<file path="src/rtl/bin_magnitude_pkg.sv">
// rtl/bin_magnitude_pkg.sv - shared state encoding, saturation limits and magnitude approximation
//
// Contents:
//   state_t      - frame sequencer states
//   wide_t       - working width for the magnitude datapath (supports FREQ_W up to MAX_W)
//   sat_limit    - all-ones limit of a given bit count (2^w - 1)
//   abs_sat      - absolute value of a sign-extended input, clamped to a limit
//   approx_mag   - max + min/4 + min/8 estimate of sqrt(a^2 + b^2)
package bin_magnitude_pkg;

    typedef enum logic [2:0] {
        ST_IDLE  = 3'd0,
        ST_REQ   = 3'd1,
        ST_ACK   = 3'd2,
        ST_MAG   = 3'd3,
        ST_WRITE = 3'd4,
        ST_DONE  = 3'd5
    } state_t;

    localparam int MAX_W = 32;

    typedef logic [MAX_W:0] wide_t;

    function automatic wide_t sat_limit(input int w);
        return (wide_t'(1) << w) - wide_t'(1);
    endfunction

    // x must already be sign-extended to wide_t; the negation of the most
    // negative FREQ_W value lands one above lim and is clamped back.
    function automatic wide_t abs_sat(input wide_t x, input wide_t lim);
        wide_t m;
        m = x[MAX_W] ? (~x + wide_t'(1)) : x;
        return (m > lim) ? lim : m;
    endfunction

    // With a,b < 2^(FREQ_W-1) the result is below 1.375 * 2^(FREQ_W-1),
    // so it always fits in FREQ_W+1 bits.
    function automatic wide_t approx_mag(input wide_t a, input wide_t b);
        wide_t mx;
        wide_t mn;
        if (a >= b) begin
            mx = a;
            mn = b;
        end else begin
            mx = b;
            mn = a;
        end
        return mx + (mn >> 2) + (mn >> 3);
    endfunction

endpackage

</file>
<file path="src/rtl/bin_magnitude_mag_approx.sv">
// rtl/bin_magnitude_mag_approx.sv - registered abs/max/min/shift/saturate pixel datapath
//
// Ports:
//   clk, reset_n  - clock, synchronous active-low reset (clears pix)
//   en            - load pix from the current re/im this cycle
//   re, im        - signed bin value
//   pix           - saturated (approx magnitude >> SHIFT)
module mag_approx
    import bin_magnitude_pkg::*;
#(
    parameter int FREQ_W = 20,
    parameter int PIX_W  = 8,
    parameter int SHIFT  = 4
) (
    input  logic                     clk,
    input  logic                     reset_n,
    input  logic                     en,
    input  logic signed [FREQ_W-1:0] re,
    input  logic signed [FREQ_W-1:0] im,
    output logic [PIX_W-1:0]         pix
);

    localparam wide_t ABS_MAX = sat_limit(FREQ_W - 1);
    localparam wide_t PIX_MAX = sat_limit(PIX_W);

    wide_t a;
    wide_t b;
    wide_t mag;
    wide_t scaled;

    always_comb begin
        a      = abs_sat(wide_t'(re), ABS_MAX);
        b      = abs_sat(wide_t'(im), ABS_MAX);
        mag    = approx_mag(a, b);
        scaled = mag >> SHIFT;
    end

    always_ff @(posedge clk) begin
        if (!reset_n) begin
            pix <= '0;
        end else if (en) begin
            pix <= (scaled > PIX_MAX) ? PIX_MAX[PIX_W-1:0] : scaled[PIX_W-1:0];
        end
    end

endmodule

</file>
<file path="src/rtl/bin_magnitude.sv">
// rtl/bin_magnitude.sv - reads a frame of transform bins and writes one pixel per bin
//
// Ports:
//   clk, reset_n           - clock, synchronous active-low reset
//   go                     - start one frame (honoured only when idle)
//   sdft_ready, sdft_read  - transform stage handshake
//   sdft_bin_addr          - bin index requested
//   bin_real, bin_imag     - bin value returned by the transform stage
//   pix_we/pix_addr/pix_data - pixel write into the line buffer
//   busy, done             - frame in progress / one-cycle completion pulse
module bin_magnitude
    import bin_magnitude_pkg::*;
#(
    parameter int FREQ_BINS = 320,
    parameter int FREQ_W    = 20,
    parameter int PIX_W     = 8,
    parameter int SHIFT     = 4,
    localparam int AW       = (FREQ_BINS > 1) ? $clog2(FREQ_BINS) : 1
) (
    input  logic                     clk,
    input  logic                     reset_n,
    input  logic                     go,
    input  logic                     sdft_ready,
    output logic                     sdft_read,
    output logic [AW-1:0]            sdft_bin_addr,
    input  logic signed [FREQ_W-1:0] bin_real,
    input  logic signed [FREQ_W-1:0] bin_imag,
    output logic                     pix_we,
    output logic [AW-1:0]            pix_addr,
    output logic [PIX_W-1:0]         pix_data,
    output logic                     busy,
    output logic                     done
);

    localparam logic [AW-1:0] LAST_BIN = AW'(FREQ_BINS - 1);

    state_t                    state;
    state_t                    state_next;
    logic [AW-1:0]             bin_idx;
    logic                      seen_low;
    logic                      mag_en;
    logic signed [FREQ_W-1:0]  re_q;
    logic signed [FREQ_W-1:0]  im_q;

    always_ff @(posedge clk) begin
        if (!reset_n) begin
            state    <= ST_IDLE;
            bin_idx  <= '0;
            seen_low <= 1'b0;
            re_q     <= '0;
            im_q     <= '0;
        end else begin
            state <= state_next;
            case (state)
                ST_REQ:   seen_low <= 1'b0;
                // The transform stage signals a fresh result by dropping
                // ready and raising it again; only that rising cycle is valid.
                ST_ACK: begin
                    if (!sdft_ready) begin
                        seen_low <= 1'b1;
                    end else if (seen_low) begin
                        re_q <= bin_real;
                        im_q <= bin_imag;
                    end
                end
                ST_WRITE: begin
                    if (bin_idx != LAST_BIN) begin
                        bin_idx <= bin_idx + AW'(1);
                    end
                end
                ST_DONE:  bin_idx <= '0;
                default:  ;
            endcase
        end
    end

    always_comb begin
        state_next = state;
        sdft_read  = 1'b0;
        pix_we     = 1'b0;
        done       = 1'b0;
        mag_en     = 1'b0;
        case (state)
            ST_IDLE: begin
                if (go) begin
                    state_next = ST_REQ;
                end
            end
            ST_REQ: begin
                if (sdft_ready) begin
                    sdft_read  = 1'b1;
                    state_next = ST_ACK;
                end
            end
            ST_ACK: begin
                if (seen_low && sdft_ready) begin
                    state_next = ST_MAG;
                end
            end
            ST_MAG: begin
                mag_en     = 1'b1;
                state_next = ST_WRITE;
            end
            ST_WRITE: begin
                pix_we     = 1'b1;
                state_next = (bin_idx == LAST_BIN) ? ST_DONE : ST_REQ;
            end
            ST_DONE: begin
                done       = 1'b1;
                state_next = ST_IDLE;
            end
            default: state_next = ST_IDLE;
        endcase
    end

    assign busy          = (state != ST_IDLE);
    assign sdft_bin_addr = bin_idx;
    assign pix_addr      = bin_idx;

    mag_approx #(
        .FREQ_W (FREQ_W),
        .PIX_W  (PIX_W),
        .SHIFT  (SHIFT)
    ) u_mag (
        .clk     (clk),
        .reset_n (reset_n),
        .en      (mag_en),
        .re      (re_q),
        .im      (im_q),
        .pix     (pix_data)
    );

endmodule

</file>
<file path="config.mk">
export PLATFORM = sky130hd
export DESIGN_NAME = bin_magnitude
export DESIGN_NICKNAME = d
export VERILOG_FILES = /design/src/rtl/bin_magnitude_pkg.sv /design/src/rtl/bin_magnitude_mag_approx.sv /design/src/rtl/bin_magnitude.sv
export SDC_FILE = /design/constraint.sdc
export NUM_CORES = 1
export LEC_CHECK = 0
export CORE_MARGIN = 2
export CORE_UTILIZATION = 52
export CTS_CLUSTER_DIAMETER = 150
export DETAILED_ROUTE_END_ITERATION = 16
export GPL_ROUTABILITY_DRIVEN = 1
export PLACE_DENSITY = 0.7
export SYNTH_ARGS = -nofsm -noshare
export SYNTH_HDL_FRONTEND = slang
export SYNTH_HIERARCHICAL = 1
export SYNTH_SLANG_ARGS = --single-unit
</file>
<file path="constraint.sdc">
create_clock -name clk -period 24.7 [get_ports clk]
set_input_delay 2.47 -clock clk [delete_from_list [all_inputs] [get_ports clk]]
set_output_delay 2.47 -clock clk [all_outputs]
set_load 0.03 [all_outputs]
</file>
==> results.toml, run 1 <==
[placed_design]
dp_hpwl_mm = 16.3
place_congestion = 0.965
place.port_buffers = 73
dp_slack_ns = 15.79

[synth]
synth_fa_ha_area_share_pct = 18.1
synth_compound_area_share_pct = 29.2
synth_top_family_by_area = "compound AO/OA/AOI/OAI gates"
syn_area_sq_um = 7920
yosys_warnings = 6
syn_avg_cell_area_sq_um = 7.70
yosysMostFrequentCell = "nand2_1"
synth_edf_count = 0
ys_ff_latch = 61
yosysTopAreaCell = "dfxtp_1"
synth_common_cells = "nand2_1 (93), a21oi_1 (80), ha_1 (68), o21ai_0 (62), dfxtp_1 (61)"
synth_xor_area_share_pct = 5.42
synth-simple-area-share_pct = 22.8
ys_dominant_reg_cell = "dfxtp_1"
async_flop_share_pct = 0
synth_area_leaders = "dfxtp_1 (15%), ha_1 (11%), fa_1 (7.3%)"
postSynthCellCount = 1029
yosysUniqueCellTypes = 78
synth_top_area_share_pct = 15.4
synth_mux_area_share_pct = 2.84
yosysSeqAreaShare_pct = 15.4

[power_and_ir_drop]
swShare_pct = 38.9
switchingPower_mw = 0.166
p_leak_nw = 4.45
ir_drop_v = 0.0000364
clock_power_share_pct = 32.5
internal_power_mw = 0.262
powerDensity_nw_per_um2 = 46.5
p_seq_share_pct = 24.4
pwr-share-comb_pct = 43.1

[sta]
fin_tns_setup_ns = 0
slew_violations = 0
setup_ws_ns = 15.76
period_share_pct = 36.2
hold_violations = 0
whs_ns = 0.533
finalSetupViolCount = 0
fin_skew_ns = 0.00650
maxSlewHeadroom_pct = 24.7
rsz0062_at_grt = "false"
tightest_slew_ns = 1.12
max_freq_mhz = 112
fin_crit_ns = 8.94

[route]
drt_pass1_iterations = 4
vias_per_cell = 5.83
routed_wl_mm = 20.4
drc = 0
dr.first_iter.drc_count = 516
vias = 7637
wl_per_cell_um = 15.6
final_antenna_net_count = 0

[critical_path]
critical_path_class = "reg -> reg"
critPathMaxFanout = 16
worstPathRequired_ns = 24.87
startpoint_type = "flop"
cp_data_arrival_time_ns = 9.11
r2r_setup_slack_ns = 15.76
critPathCaptureType = "flop"

[cells_and_area]
fillCellCount = 1412
area_growth_pct = 16.1
insertedDiodeCount = 0
layout.nets = 1257
post-route-util_pct = 61.2
drive_gt1_share_pct = 4.19

[clock_network]
cts_resized = 0
htree_num_levels = 3
clk_latency_ns = 0.34
clk_pin_slew_ns = 0.06
cts_tree = "yes"
cts.sinks = 61
cts_setup_buffers = 0
cts_hold_buf = 0
root_buffer = "clkbuf_16"
clk_path_buf_depth = 2
cts_made_buffers = 9

[min_path]
hp-class = "reg -> reg"

[floorplanning]
die_height_um = 127
num_io_pins = 74
rows = 45
core-area_sq_um = 15000
die-area_sq_um = 16200
start_util_pct = 52.7
die_w_um = 127

[global_routing]
grt_start_max_net_pins = 94
grt_usage_pct = 25.7
grt_pass1_vias = 7024
grt_pass1_wl_mm = 34.4
grt.overflow.total = 0
antenna_found_initial = 0

[run_status]
status = "finished, final reports clean"

[flow_run]
cap_violations = 0
## layout make-up
type                            instances  area, sq um  share of cell area (%)
Multi-Input combinational cell        917         6470                    70.3
Sequential cell                        61         1220                    13.3
Timing Repair Buffer                   77          756                    8.22
Tap cell                              188          235                    2.56
Clock buffer                            9          225                    2.45
Inverter                               50          188                    2.04
Clock inverter                          7          103                    1.12
## critical path, stage by stage, from the launching register on
cell and delay [ns]:
dfxtp_1 0.34, or3_1 0.42, or3_1 0.43, or4_1 0.48, o41ai_1 0.34, xor2_1 0.18
nand2_1 0.14, ha_1 0.36, nand4_1 0.17, a2111oi_0 0.43, a221oi_1 0.19, or2_2 0.36
nand3_1 0.54, mux2i_1 0.32, fa_1 0.59, inv_1 0.05, ha_1 0.28, nor2b_1 0.29
nand3_1 0.28, nor2_1 0.19, o21ai_0 0.11, nor4_1 0.41, or3b_1 0.28, o21ai_1 0.11
o31ai_1 0.25, xor2_1 0.10, nor4_1 0.94, a31oi_1 0.19
## stage by stage
stage               instances  total power [mW]  instance area (sq um)
finish                   1309             0.428                   9200
global route             1309             0.455                   9200
CTS                      1309             0.412                   9200
detailed placement       1293             0.272                   8870
global placement         1293             0.272                   8870
floorplan                1096             0.241                   8170
## per-layer routing
metal	part of all wire [%]	up-vias	routed length, um	GRT usage (%)
met3	5.6	18	1150	4.27
met1	49	3536	9940	36.9
li1	-	3875	-	-
met5	0	-	0	0
met4	1.4	0	276	6.40
met2	44	208	8990	40.1
## flip-flops by register name (all words and copies together), names as in the netlist
| signal | count |
|---|---|
| seen_low | 1 |
| pix_addr | 9 |
| im_q | 20 |
| re_q | 20 |
| u_mag/pix | 8 |
| state | 3 |
## power by group through the flow
| stage | Clock, mW | Sequential (mW) | Combinational [mW] |
|---|---|---|---|
| final | 0.139 | 0.105 | 0.184 |
| after global routing | 0.146 | 0.105 | 0.205 |
| after CTS | 0.142 | 0.105 | 0.166 |
| after detailed placement | 0 | 0.107 | 0.166 |
| after global placement | 0 | 0.107 | 0.165 |
| after floorplan | 0 | 0.107 | 0.134 |
## cell usage in the layout, fill, tap and decap left out, types with 41 or more instances in the layout
cell and instances:
a21oi_1 80, and3_1 50, clkdlybuf4s50_1 72, conb_1 69, dfxtp_1 60, ha_1 68
inv_1 50, nand2_1 93, nor2_1 51, o21a_1 41, o21ai_0 62
## worst paths after layout
kind / startpoint / endpoint / cells past startpoint
min: seen_low / seen_low / 2
max reg2reg: re_q[4] / u_mag/pix[4] / 27
min reg2reg: seen_low / seen_low / 2
max: re_q[4] / u_mag/pix[4] / 27
## logic make-up after synthesis
| family | count (synthesis) |
|---|---|
| other cells | 2 |
| fa+ha+maj | 97 |
| mux | 21 |
| buf+inv | 118 |
| flops | 61 |
| simple gates | 330 |
| xor+xnor | 49 |
| compound gates | 351 |
No activity file was read; power rests on OpenSTA's default activity.
==> inputs of run 2 (changes only) <==
--- a/config.mk
+++ b/config.mk
@@ -10,7 +10,7 @@
 export CTS_CLUSTER_DIAMETER = 150
 export DETAILED_ROUTE_END_ITERATION = 16
 export GPL_ROUTABILITY_DRIVEN = 1
-export PLACE_DENSITY = 0.7
+export PLACE_DENSITY = 0.73
 export SYNTH_ARGS = -nofsm -noshare
 export SYNTH_HDL_FRONTEND = slang
 export SYNTH_HIERARCHICAL = 1
==> constraint.sdc (replaced) <==
create_clock -name clk -period 7.8 [get_ports clk]
set_input_delay 0.78 -clock clk [delete_from_list [all_inputs] [get_ports clk]]
set_output_delay 0.78 -clock clk [all_outputs]
set_load 0.03 [all_outputs]
==> run 2 against run 1 <==
Against the previous run: cell count increased by 4.2%; design area increased by 7.9%; largest cell class unchanged; hold slack got worse by 0.013 ns; power increased to 3.4 times the previous value; routed wire length increased by 7.4%; sequential power increased to 3.2 times the previous value; clock power increased to 3.3 times the previous value.
==> results.toml, run 2 (synthesis gave the netlist of run 1 again) <==
[floorplanning]
die_w_um = 127
num_io_pins = 74
core-area_sq_um = 15000
die_height_um = 127
die-area_sq_um = 16200
start_util_pct = 52.7
rows = 45

[cells_and_area]
insertedDiodeCount = 0
final_cell_mix = "nand2_1 (91), a21oi_1 (74), clkdlybuf4s50_1 (72)"
drive_gt1_share_pct = 12.3
final_common_cell = "nand2_1"
final_area_sq_um = 9920
area_growth_pct = 25.3
layout.nets = 1312
instances_no_fill = 1364
fillCellCount = 1358

[min_path]
hold_depth = 2
hold_end = "pix_addr[8]"
hp-class = "reg -> reg"
holdCritStartpoint = "pix_addr[8]"

[placed_design]
dp.cells = 1338
dp_hpwl_mm = 16.8
place.port_buffers = 73
place_area_sq_um = 9220
dp_slack_ns = -0.0669
place_congestion = 1.01

[sta]
finalSetupViolCount = 0
fin_skew_ns = 0.00947
slew_violations = 0
max_freq_mhz = 134
period_share_pct = 96.0
tightest_slew_ns = 0.733
fin_crit_ns = 7.49
setup_ws_ns = 0.310
hold_violations = 0
maxSlewHeadroom_pct = 51.1
fin_tns_setup_ns = 0

[clock_network]
clk_pin_slew_ns = 0.06
cts.sinks = 61
clk_path_buf_depth = 2
cts_made_buffers = 9
cts_hold_buf = 0
clk_latency_ns = 0.34
htree_num_levels = 3
cts_tree = "yes"
root_buffer = "clkbuf_16"

[critical_path]
reg2reg_depth = 31
worstPathRequired_ns = 8.01
critical_path_class = "reg -> reg"
critPathCaptureType = "flop"
max_stage_delay_ns = 0.50
r2r_start = "re_q[4]"
startpoint_type = "flop"
cp_data_arrival_time_ns = 7.70
cp_slowest_cell = "fa_1"
r2r_setup_slack_ns = 0.31
critPathMaxFanout = 8
rr_endpoint = "u_mag/pix[2]"

[route]
vias = 8020
routed_wl_mm = 21.9
wl_per_cell_um = 16.0
vias_per_cell = 5.88
dr.first_iter.drc_count = 621
drc = 0
drt_pass1_iterations = 6
final_antenna_net_count = 0

[global_routing]
antenna_found_initial = 0
grt.overflow.total = 0
grt_start_max_net_pins = 94
grt_usage_pct = 26.3
grt_pass1_wl_mm = 35.3
grt_pass1_vias = 7336

[power_and_ir_drop]
p_leak_nw = 4.80
powerDensity_nw_per_um2 = 145
ir_drop_v = 0.000105
power_mw = 1.44

[flow_run]
cap_violations = 0

[run_status]
status = "finished, final reports clean"
-- run 2: metal layers --
| metal | vias up | GRT usage (%) | part of all wire, % |
|---|---|---|---|
| met5 | - | 0 | 0 |
| met4 | 0 | 7.50 | 1.8 |
| met3 | 34 | 4.61 | 6.9 |
| met2 | 257 | 40.9 | 44 |
| met1 | 3741 | 37.6 | 47 |
| li1 | 3988 | - | - |
-- run 2: worst max-delay path by stage --
stage	depth (start not counted)	startpoint	slack, ns	to
after global routing	29	im_q[3]	-0.07	u_mag/pix[4]
final	31	re_q[4]	0.31	u_mag/pix[2]
after detailed placement	27	re_q[5]	-0.07	u_mag/pix[6]
after CTS	30	re_q[4]	0.006	u_mag/pix[6]
after global placement	29	im_q[3]	0.02	u_mag/pix[0]
after floorplan	30	re_q[15]	0.05	u_mag/pix[0]
-- run 2: timing repair --
item	in CTS	in global routing
pin swaps	1	15
resized for setup	5	55
endpoints found under the setup margin	8	8
buffers inserted	2	7
gates cloned	0	1
-- run 2: cell type report --
| class | instances | area (sq um) | area share (%) |
|---|---|---|---|
| clock buffer | 10 | 239 | 2.41 |
| clock inverter | 6 | 93.8 | 0.946 |
| inverter | 50 | 188 | 1.89 |
| multi-input combinational | 917 | 6730 | 67.9 |
| sequential | 61 | 1220 | 12.3 |
| tap | 188 | 235 | 2.37 |
| timing repair buffer | 132 | 1210 | 12.2 |
-- run 2: where the power goes --
part | internal (mW) | switching [mW] | leakage, nW
combinational | 0.269 | 0.384 | 4.15
clock | 0.291 | 0.161 | 0.159
sequential | 0.320 | 0.0107 | 0.492
-- run 2: worst max-delay path: cells and delay by family (launching register included) --
kind                       cells  cell delay [ns]
and+or+nand+nor               12             2.94
AOI/OAI and AO/OA             11             2.26
adders and majority gates      3             1.12
buffers and inverters          4             0.48
DFF                            1             0.34
xor gates and xnor gates       1             0.21
-- run 2: stage by stage --
step	util [%]	hold slack, ns
floorplan	-	0.476
finish	66.0	0.520
detailed placement	61.3	0.520
global route	66.0	0.557
global placement	61.3	0.497
CTS	63.8	0.528
